[config.mk]
export PLATFORM = sky130hd
export DESIGN_NAME = shift_arbiter_flat
export DESIGN_NICKNAME = d
export VERILOG_FILES = /design/src/rtl/shift_arbiter_if.sv /design/src/rtl/shift_arbiter.sv /design/src/flat_wrapper.sv
export SDC_FILE = /design/constraint.sdc
export NUM_CORES = 1
export LEC_CHECK = 0
export CAP_MARGIN = 10
export CORE_MARGIN = 5
export CORE_UTILIZATION = 36
export DETAILED_ROUTE_END_ITERATION = 8
export GPL_ROUTABILITY_DRIVEN = 0
export PLACE_DENSITY = 0.76
export SETUP_SLACK_MARGIN = 0.2
export SYNTH_ARGS = -nofsm -noshare
export SYNTH_HDL_FRONTEND = slang
export SYNTH_SLANG_ARGS = --single-unit
[constraint.sdc]
create_clock -name clk -period 1.3 [get_ports clk]
set_input_delay 0.26 -clock clk [delete_from_list [all_inputs] [get_ports clk]]
set_output_delay 0.26 -clock clk [all_outputs]
set_load 0.02 [all_outputs]
[src/rtl/shift_arbiter_if.sv]
// rtl/shift_arbiter_if.sv - two-requester shift arbiter bus bundle
interface shift_arbiter_if;
    logic        req0;
    logic [15:0] in0;
    logic [3:0]  cnt0;
    logic [1:0]  op0;
    logic        req1;
    logic [15:0] in1;
    logic [3:0]  cnt1;
    logic [1:0]  op1;
    logic [15:0] sh_in;
    logic [3:0]  sh_cnt;
    logic [1:0]  sh_op;
    logic [15:0] sh_out;
    logic        done0;
    logic        done1;
    logic [15:0] result;
    logic        busy;

    modport slave (
        input  req0, in0, cnt0, op0,
        input  req1, in1, cnt1, op1,
        input  sh_out,
        output sh_in, sh_cnt, sh_op,
        output done0, done1, result, busy
    );

    modport master (
        output req0, in0, cnt0, op0,
        output req1, in1, cnt1, op1,
        output sh_out,
        input  sh_in, sh_cnt, sh_op,
        input  done0, done1, result, busy
    );
endinterface

[src/rtl/shift_arbiter.sv]
// rtl/shift_arbiter.sv - arbitrates two requesters onto one external shifter
module shift_arbiter #(
    parameter bit FIXED_PRI = 1'b0
) (
    input  logic           clk,
    input  logic           rst,
    shift_arbiter_if.slave bus
);
    typedef enum logic [1:0] {IDLE, EXEC, DONE} state_t;

    state_t      state;
    state_t      state_nxt;
    logic        ptr;
    logic        gnt;
    logic        take;
    logic        win1;
    logic [15:0] opnd_in;
    logic [3:0]  opnd_cnt;
    logic [1:0]  opnd_op;
    logic [15:0] res;

    // Requester 1 wins when alone, or on a tie when round-robin points at it.
    always_comb begin
        state_nxt = state;
        take      = 1'b0;
        win1      = 1'b0;
        case (state)
            IDLE: begin
                take = bus.req0 | bus.req1;
                win1 = bus.req1 & (~bus.req0 | (~FIXED_PRI & ptr));
                if (take) state_nxt = EXEC;
            end
            EXEC:    state_nxt = DONE;
            DONE:    state_nxt = IDLE;
            default: state_nxt = IDLE;
        endcase
    end

    always_ff @(posedge clk or posedge rst) begin
        if (rst) begin
            state    <= IDLE;
            ptr      <= 1'b0;
            gnt      <= 1'b0;
            opnd_in  <= 16'h0000;
            opnd_cnt <= 4'h0;
            opnd_op  <= 2'b00;
            res      <= 16'h0000;
        end else begin
            state <= state_nxt;
            if (take) begin
                gnt      <= win1;
                ptr      <= ~win1;
                opnd_in  <= win1 ? bus.in1  : bus.in0;
                opnd_cnt <= win1 ? bus.cnt1 : bus.cnt0;
                opnd_op  <= win1 ? bus.op1  : bus.op0;
            end
            if (state == EXEC) res <= bus.sh_out;
        end
    end

    assign bus.sh_in  = (state == EXEC) ? opnd_in  : 16'h0000;
    assign bus.sh_cnt = (state == EXEC) ? opnd_cnt : 4'h0;
    assign bus.sh_op  = (state == EXEC) ? opnd_op  : 2'b00;
    assign bus.done0  = (state == DONE) & ~gnt;
    assign bus.done1  = (state == DONE) &  gnt;
    assign bus.busy   = (state != IDLE);
    assign bus.result = res;
endmodule
[src/flat_wrapper.sv]
// flat-port wrapper written by rule: the top's interface ports become plain ports
module shift_arbiter_flat 
#(
    parameter bit FIXED_PRI = 1'b0
)
  (clk, rst, bus_req0, bus_in0, bus_cnt0, bus_op0, bus_req1, bus_in1, bus_cnt1, bus_op1, bus_sh_out, bus_sh_in, bus_sh_cnt, bus_sh_op, bus_done0, bus_done1, bus_result, bus_busy);
  shift_arbiter_if bus_i ();
  input  logic clk;
  input  logic rst;
  input wire logic [$bits(bus_i.req0)-1:0] bus_req0;
  input wire logic [$bits(bus_i.in0)-1:0] bus_in0;
  input wire logic [$bits(bus_i.cnt0)-1:0] bus_cnt0;
  input wire logic [$bits(bus_i.op0)-1:0] bus_op0;
  input wire logic [$bits(bus_i.req1)-1:0] bus_req1;
  input wire logic [$bits(bus_i.in1)-1:0] bus_in1;
  input wire logic [$bits(bus_i.cnt1)-1:0] bus_cnt1;
  input wire logic [$bits(bus_i.op1)-1:0] bus_op1;
  input wire logic [$bits(bus_i.sh_out)-1:0] bus_sh_out;
  output wire logic [$bits(bus_i.sh_in)-1:0] bus_sh_in;
  output wire logic [$bits(bus_i.sh_cnt)-1:0] bus_sh_cnt;
  output wire logic [$bits(bus_i.sh_op)-1:0] bus_sh_op;
  output wire logic [$bits(bus_i.done0)-1:0] bus_done0;
  output wire logic [$bits(bus_i.done1)-1:0] bus_done1;
  output wire logic [$bits(bus_i.result)-1:0] bus_result;
  output wire logic [$bits(bus_i.busy)-1:0] bus_busy;
  assign bus_i.req0 = bus_req0;
  assign bus_i.in0 = bus_in0;
  assign bus_i.cnt0 = bus_cnt0;
  assign bus_i.op0 = bus_op0;
  assign bus_i.req1 = bus_req1;
  assign bus_i.in1 = bus_in1;
  assign bus_i.cnt1 = bus_cnt1;
  assign bus_i.op1 = bus_op1;
  assign bus_i.sh_out = bus_sh_out;
  assign bus_sh_in = bus_i.sh_in;
  assign bus_sh_cnt = bus_i.sh_cnt;
  assign bus_sh_op = bus_i.sh_op;
  assign bus_done0 = bus_i.done0;
  assign bus_done1 = bus_i.done1;
  assign bus_result = bus_i.result;
  assign bus_busy = bus_i.busy;
  shift_arbiter #(.FIXED_PRI(FIXED_PRI)) u_core (.clk(clk), .rst(rst), .bus(bus_i));
endmodule
==> flow_summary.ini <==
[pwr]
power.switching_mw = 3.665
static-leakage-power_nw = 1.812
irDropWorstVdd_mv = 1.152
p_per_area_nw_per_um2 = 2482
part_of_the_total_power_dissipated_in_combinational_logic_pct = 65.8
post-layout-total-power_mw = 9.871
power_frac_seq_pct = 24.4
power_switching_share_pct = 37.13
clock_power_share_pct = 9.7
internal-power_mw = 6.206

[detailed_routing]
viasPerCell = 5.117
via_count = 2098
first_pass_iters = 4
drc_errors_left = 0
postRouteWirelength_um = 6772
average_wire_per_standard_cell_um = 16.52
post_route_antenna_net_violation_count = 0
detail_route.iter0.violations = 65

[grt]
grt_pass1_wl_um = 10180
global_route.usage.total_pct = 17.16
grt_pass1_vias = 2114
largest_net_degree_at_the_start_of_global_routing = 25
gr-total-overflow = 0
initial_antenna_violation_count = 0

[cells_and_area]
drive_above_1_share_pct = 45.27
flow.area_growth_from_synthesis_pct = 89.50
top_library_cells_by_usage_in_the_layout_fill_and_taps_aside = 61 x sky130_fd_sc_hd__clkdlybuf4s50_1, 56 x sky130_fd_sc_hd__buf_6, 42 x sky130_fd_sc_hd__dfrtp_1, 24 x sky130_fd_sc_hd__inv_1
fillCellCount = 433
layout.cells.most_common = sky130_fd_sc_hd__clkdlybuf4s50_1
n_antenna_cell = 0
layout.nets = 401
layout.area.seq_um2 = 1051
multiInputGateArea_um2 = 1077

[floorplanning]
effective_utilization_at_floorplan_pct = 37.64
fp.dieArea_um2 = 7455
placeableCoreArea_um2 = 5574
chipWidth_um = 86.35
chipHeight_um = 86.35
ios = 105
placement_rows = 27

[critical_path]
reg2reg_from = u_core.state[1]$_DFFE_PP0P_
worstPathMaxFanout = 5
worst-setup-path-type = reg2out
worstSetupStartpointType = flop
cp_required_ps = 1040
reg2reg_setup_slack_ps = -210
critical_path.endpoint_type = output port
r2r-end = u_core.bus.result[6]$_DFFE_PP0N_
critPathArrivalTime_ps = 1360
reg2reg_depth = 5

[logic_synthesis]
post_synth.cell_area_avg_um2 = 10.44
synth_cells = 201
synth.area.mux_share_pct = 8.587
yosysWarningCount = 0
synth_adder_area_share_pct = 0
synth.distinct_cells = 24
synth_xor_xnor_area_share_pct = 0
synth_fp_nets = 265
synth_sequential_area_ratio_pct = 50.09
main_combinational_cell_family_by_area_after_synthesis = compound AO/OA/AOI/OAI gates
postSynthRegisterBits = 42
post_synth_and_or_nand_nor_area_fraction_pct = 15.80
synth-compound-area-share_pct = 16.16
post_synth_instance_area_um2 = 2098

[sta]
max_freq_mhz = 618.3
unrepaired_setup_endpoints_after_global_routing = true
final.setup_skew_ps = 6.442
finalHoldViolCount = 0
fin_crit_sh_pct = 124.4
timing_max_transition_violations_final = 0
tightest_slew_ps = 610.3
finalSetupViolCount = 65
max_slew_margin_pct = 59.22
holdWs_ps = 354.1
final_period_minus_worst_setup_slack_ps = 1617
final_critical_path_setup_slack_ps = -317.4

[cts]
clock_latency_ps = 290
ctsLongestPathBuffers = 2
worst_setup_hold_path_clk_slew_ps = 80
cts_bufs_inserted = 5
cts-hold-fix-buffers = 0
root_buffer = sky130_fd_sc_hd__clkbuf_8
tritoncts = yes
ctsHtreeMaxLevel = 2
cts_num_sinks = 42

[status]
violations = setup timing
result_of_the_run = finished, violations left

[placed_design]
detailedPlacementHpwl_um = 4489
place.port_buffers = 104

[run]
maxCapViolCount = 0

[min_path]
worst_hold_path_type = in2async
## cell usage after synthesis, drive strengths merged
master | count | area (um2)
dfrtp | 42 | 1051
inv | 26 | 97.59
o21ai | 23 | 118.9
and2 | 22 | 137.6
nand4 | 22 | 137.6
o311ai | 22 | 207.7
mux2 | 16 | 180.2
clkbuf | 12 | 48.79
buf | 7 | 50.05
nor2 | 2 | 15.01
a21o | 1 | 7.510
a21oi | 1 | 5.000
and2b | 1 | 7.510
and3 | 1 | 11.26
and3b | 1 | 8.760
nand2b | 1 | 6.260
nor3b | 1 | 7.510
## metal layers
| metal | wire [um] | vias to the layer above | track usage [%] |
|---|---|---|---|
| met5 | 0 | - | 0 |
| met4 | 31 | 0 | 4.816 |
| met3 | 463 | 4 | 4.183 |
| met2 | 3484 | 79 | 30.18 |
| met1 | 2792 | 1022 | 20.80 |
| li1 | - | 993 | - |
## stage by stage
stage	cell area (um2)	util, %	std cells	worst slack, ps	TNS [ps]
CTS	3707	66.51	399	-346.8	-12920
global placement	3417	61.30	383	-520.6	-24010
floorplan	2212	-	201	-42.87	-597.7
global route	3976	71.34	410	-388.9	-16390
finish	3976	71.34	410	-317.4	-12020
detailed placement	3417	61.30	383	-561.6	-24830
## sequential cells by signal, summed over array words and instances, names as in the netlist
name               flops
u_core.gnt             1
u_core.ptr             1
u_core.opnd_cnt        4
u_core.opnd_in        16
u_core.opnd_op         2
u_core.state           2
u_core.bus.result     16
## worst max path at each step
stage | start | to | slack [ps]
floorplan | u_core.state[1]$_DFFE_PP0P_ | bus_sh_cnt[0] | -40
global route | u_core.state[1]$_DFFE_PP0P_ | bus_sh_cnt[0] | -390
CTS | u_core.state[1]$_DFFE_PP0P_ | bus_sh_op[0] | -350
finish | u_core.state[1]$_DFFE_PP0P_ | bus_sh_cnt[2] | -320
detailed placement | bus_req1 | u_core.opnd_cnt[1]$_DFFE_PP0P_ | -560
global placement | bus_req1 | u_core.opnd_cnt[2]$_DFFE_PP0P_ | -520
## worst max-delay path: stages, from the launching register on
cell	delay, ps
sky130_fd_sc_hd__dfrtp_1	380
sky130_fd_sc_hd__and2b_4	310
sky130_fd_sc_hd__buf_6	140
sky130_fd_sc_hd__and2_4	140
sky130_fd_sc_hd__buf_6	110
## layout make-up
class,instances,area share (%)
flip-flops and latches,42,26.43
repair buffers,148,38.89
multi-input cells,114,27.09
clock buffers,8,2.769
inverters,26,2.549
well taps,72,2.266
## kinds of logic (layout without fill, tap and decap cells)
| family | Yosys count | count (layout) |
|---|---|---|
| compound gates | 47 | 47 |
| buf+inv | 45 | 182 |
| simple gates | 51 | 51 |
| mux | 16 | 16 |
| flops | 42 | 42 |
## repair_timing
item | 4_1_cts | 5_1_grt
setup endpoints to repair | 82 | 80
pin swaps | 8 | 5
setup buffers | 6 | 10
gates resized for setup | 267 | 50
gates cloned | 2 | 1
## power by group through the flow
stage	clock network (mW)	logic, mW	registers, mW
floorplan	0	2.70	2.62
global placement	0	4.86	2.32
detailed placement	0	4.96	2.34
CTS	0.992	5.60	2.33
global route	1.04	6.88	2.50
finish	0.962	6.50	2.41
(Power assumes the default switching activity.)
==> edit, RTL diff (same settings) <==
`FIXED_PRI` is set to 1'b0 in 2 places; all go to 1'b1.
--- a/src/rtl/shift_arbiter.sv
+++ b/src/rtl/shift_arbiter.sv
@@ -1,6 +1,6 @@
 // rtl/shift_arbiter.sv - arbitrates two requesters onto one external shifter
 module shift_arbiter #(
-    parameter bit FIXED_PRI = 1'b0
+    parameter bit FIXED_PRI = 1'b1
 ) (
     input  logic           clk,
     input  logic           rst,
--- a/src/flat_wrapper.sv
+++ b/src/flat_wrapper.sv
@@ -1,7 +1,7 @@
 // flat-port wrapper written by rule: the top's interface ports become plain ports
 module shift_arbiter_flat 
 #(
-    parameter bit FIXED_PRI = 1'b0
+    parameter bit FIXED_PRI = 1'b1
 )
   (clk, rst, bus_req0, bus_in0, bus_cnt0, bus_op0, bus_req1, bus_in1, bus_cnt1, bus_op1, bus_sh_out, bus_sh_in, bus_sh_cnt, bus_sh_op, bus_done0, bus_done1, bus_result, bus_busy);
   shift_arbiter_if bus_i ();
Check against the original RTL: not equivalent (a bounded check fails within 10 cycles, from zero or initial values and one cycle with rst high).
==> edit against the unedited design <==
  * Sequential power shrank 2%
  * Non-clock buffer count down 12
  * Register-to-register slack worse by 60 ps
  * Synthesized area decreased by 3.0%
  * Sequential share of layout area rose by 0.59 points
  * Wire length shrank 14%
  * Synthesized cell count shrank 30%
  * Hold slack improved by 7.3 ps
  * Power fell by 11%
  * First-iteration DRC count decreased by 80%
  * Final area decreased by 4.5%
  * Sequential cell count shrank 1
  * Worst setup slack better by 47 ps
  * The run still ends with negative setup slack left
==> edit: results (changes against the unedited design) <==
set qor(synth.area.mux_share_pct) 36.88 ;# was 8.587%
set qor(max_slew_margin_pct) 86.59 ;# was 59.22%
set qor(endpoint) {bus_sh_in[0]} ;# was bus_sh_cnt[2]
set qor(post_cts_setup_inserts) 4 ;# was 6
set qor(power.combinational.fraction_pct) 62.3 ;# was 65.8%
set qor(grt_max_degree) 31 ;# was 25
set qor(critical_path.top_delay_family) {flip-flops} ;# was simple AND/OR/NAND/NOR gates
set qor(count_of_non_cts_inverters_in_the_layout) 2 ;# was 26
set qor(routed_met2_length_mm) 2.992 ;# was 3.484 mm
set qor(clkCellAreaFrac_pct) 2.735 ;# was 2.769%
set qor(status) {finished with violations} ;# unchanged
set qor(synth-compound-area-share_pct) 0.9219 ;# was 16.16%
set qor(setup_ws_ps) -270.0 ;# was -317.4 ps
set qor(global_route.usage.met3_pct) 3.883 ;# was 4.183%
set qor(yosys-top-cells-count) {sky130_fd_sc_hd__dfrtp_1, sky130_fd_sc_hd__mux2_2, sky130_fd_sc_hd__and2_1} ;# was sky130_fd_sc_hd__dfrtp_1, sky130_fd_sc_hd__inv_1, sky130_fd_sc_hd__and2_1, sky130_fd_sc_hd__nand4_1, sky130_fd_sc_hd__o21ai_0
set qor(global_route.usage.total_pct) 15.82 ;# was 17.16%
set qor(totalWireLength_mm) 5.841 ;# was 6.772 mm
set qor(final.setup_skew_ps) 5.849 ;# was 6.442 ps
set qor(seq_cell_power_mw) 2.35 ;# was 2.41 mW
set qor(setup_violations) 63 ;# was 65
set qor(grt_pass1_wl_mm) 8.956 ;# was 10.18 mm
set qor(cp_data_arrival_time_ps) 1310 ;# was 1360 ps
set qor(cp_max_fo) 8 ;# was 5
set qor(layout.buffer.nonclock.area_share_pct) 39.21 ;# was 38.89%
set qor(period_needed_ps) 1570 ;# was 1617 ps
set qor(met2_capacity_usage_during_global_routing_pct) 26.69 ;# was 30.18%
set qor(failed_checks) {negative setup slack} ;# unchanged
set qor(met3WireLength_um) 411 ;# was 463 um
set qor(grt.met1_usage_pct) 19.45 ;# was 20.80%
set qor(post_drt_via_cell_ratio) 4.523 ;# was 5.117
set qor(critPathMaxStageDelay_ps) 410 ;# was 380 ps
set qor(detailed_route_wire_length_on_metal_1_mm) 2.349 ;# was 2.792 mm
==> edit: changes by cell type after synthesis, moves of 2 or more <==
cell                       unedited run  this run
sky130_fd_sc_hd__nand4_1             22         0
sky130_fd_sc_hd__o311ai_1            16         0
sky130_fd_sc_hd__buf_2                4         2
sky130_fd_sc_hd__o311ai_2             2         0
sky130_fd_sc_hd__inv_1               26         2
sky130_fd_sc_hd__o311ai_0             4         0
sky130_fd_sc_hd__o21ai_0             22         0
sky130_fd_sc_hd__mux2_2              16        40
sky130_fd_sc_hd__clkbuf_1             9         2
sky130_fd_sc_hd__mux2_4               0        20
sky130_fd_sc_hd__clkbuf_2             3         0
==> edit: metrics by stage <==
stage          area [um^2]  hold WS [ps]  std cells  setup slack (ps)
2_1_floorplan         2132         245.2        141            -33.01
3_3_place_gp          3372         487.3        328            -494.4
3_5_place_dp          3372         494.6        328            -506.1
4_1_cts               3675         360.1        342            -302.2
5_1_grt               3797         377.1        348            -341.4
6_report              3797         361.4        348            -270.0
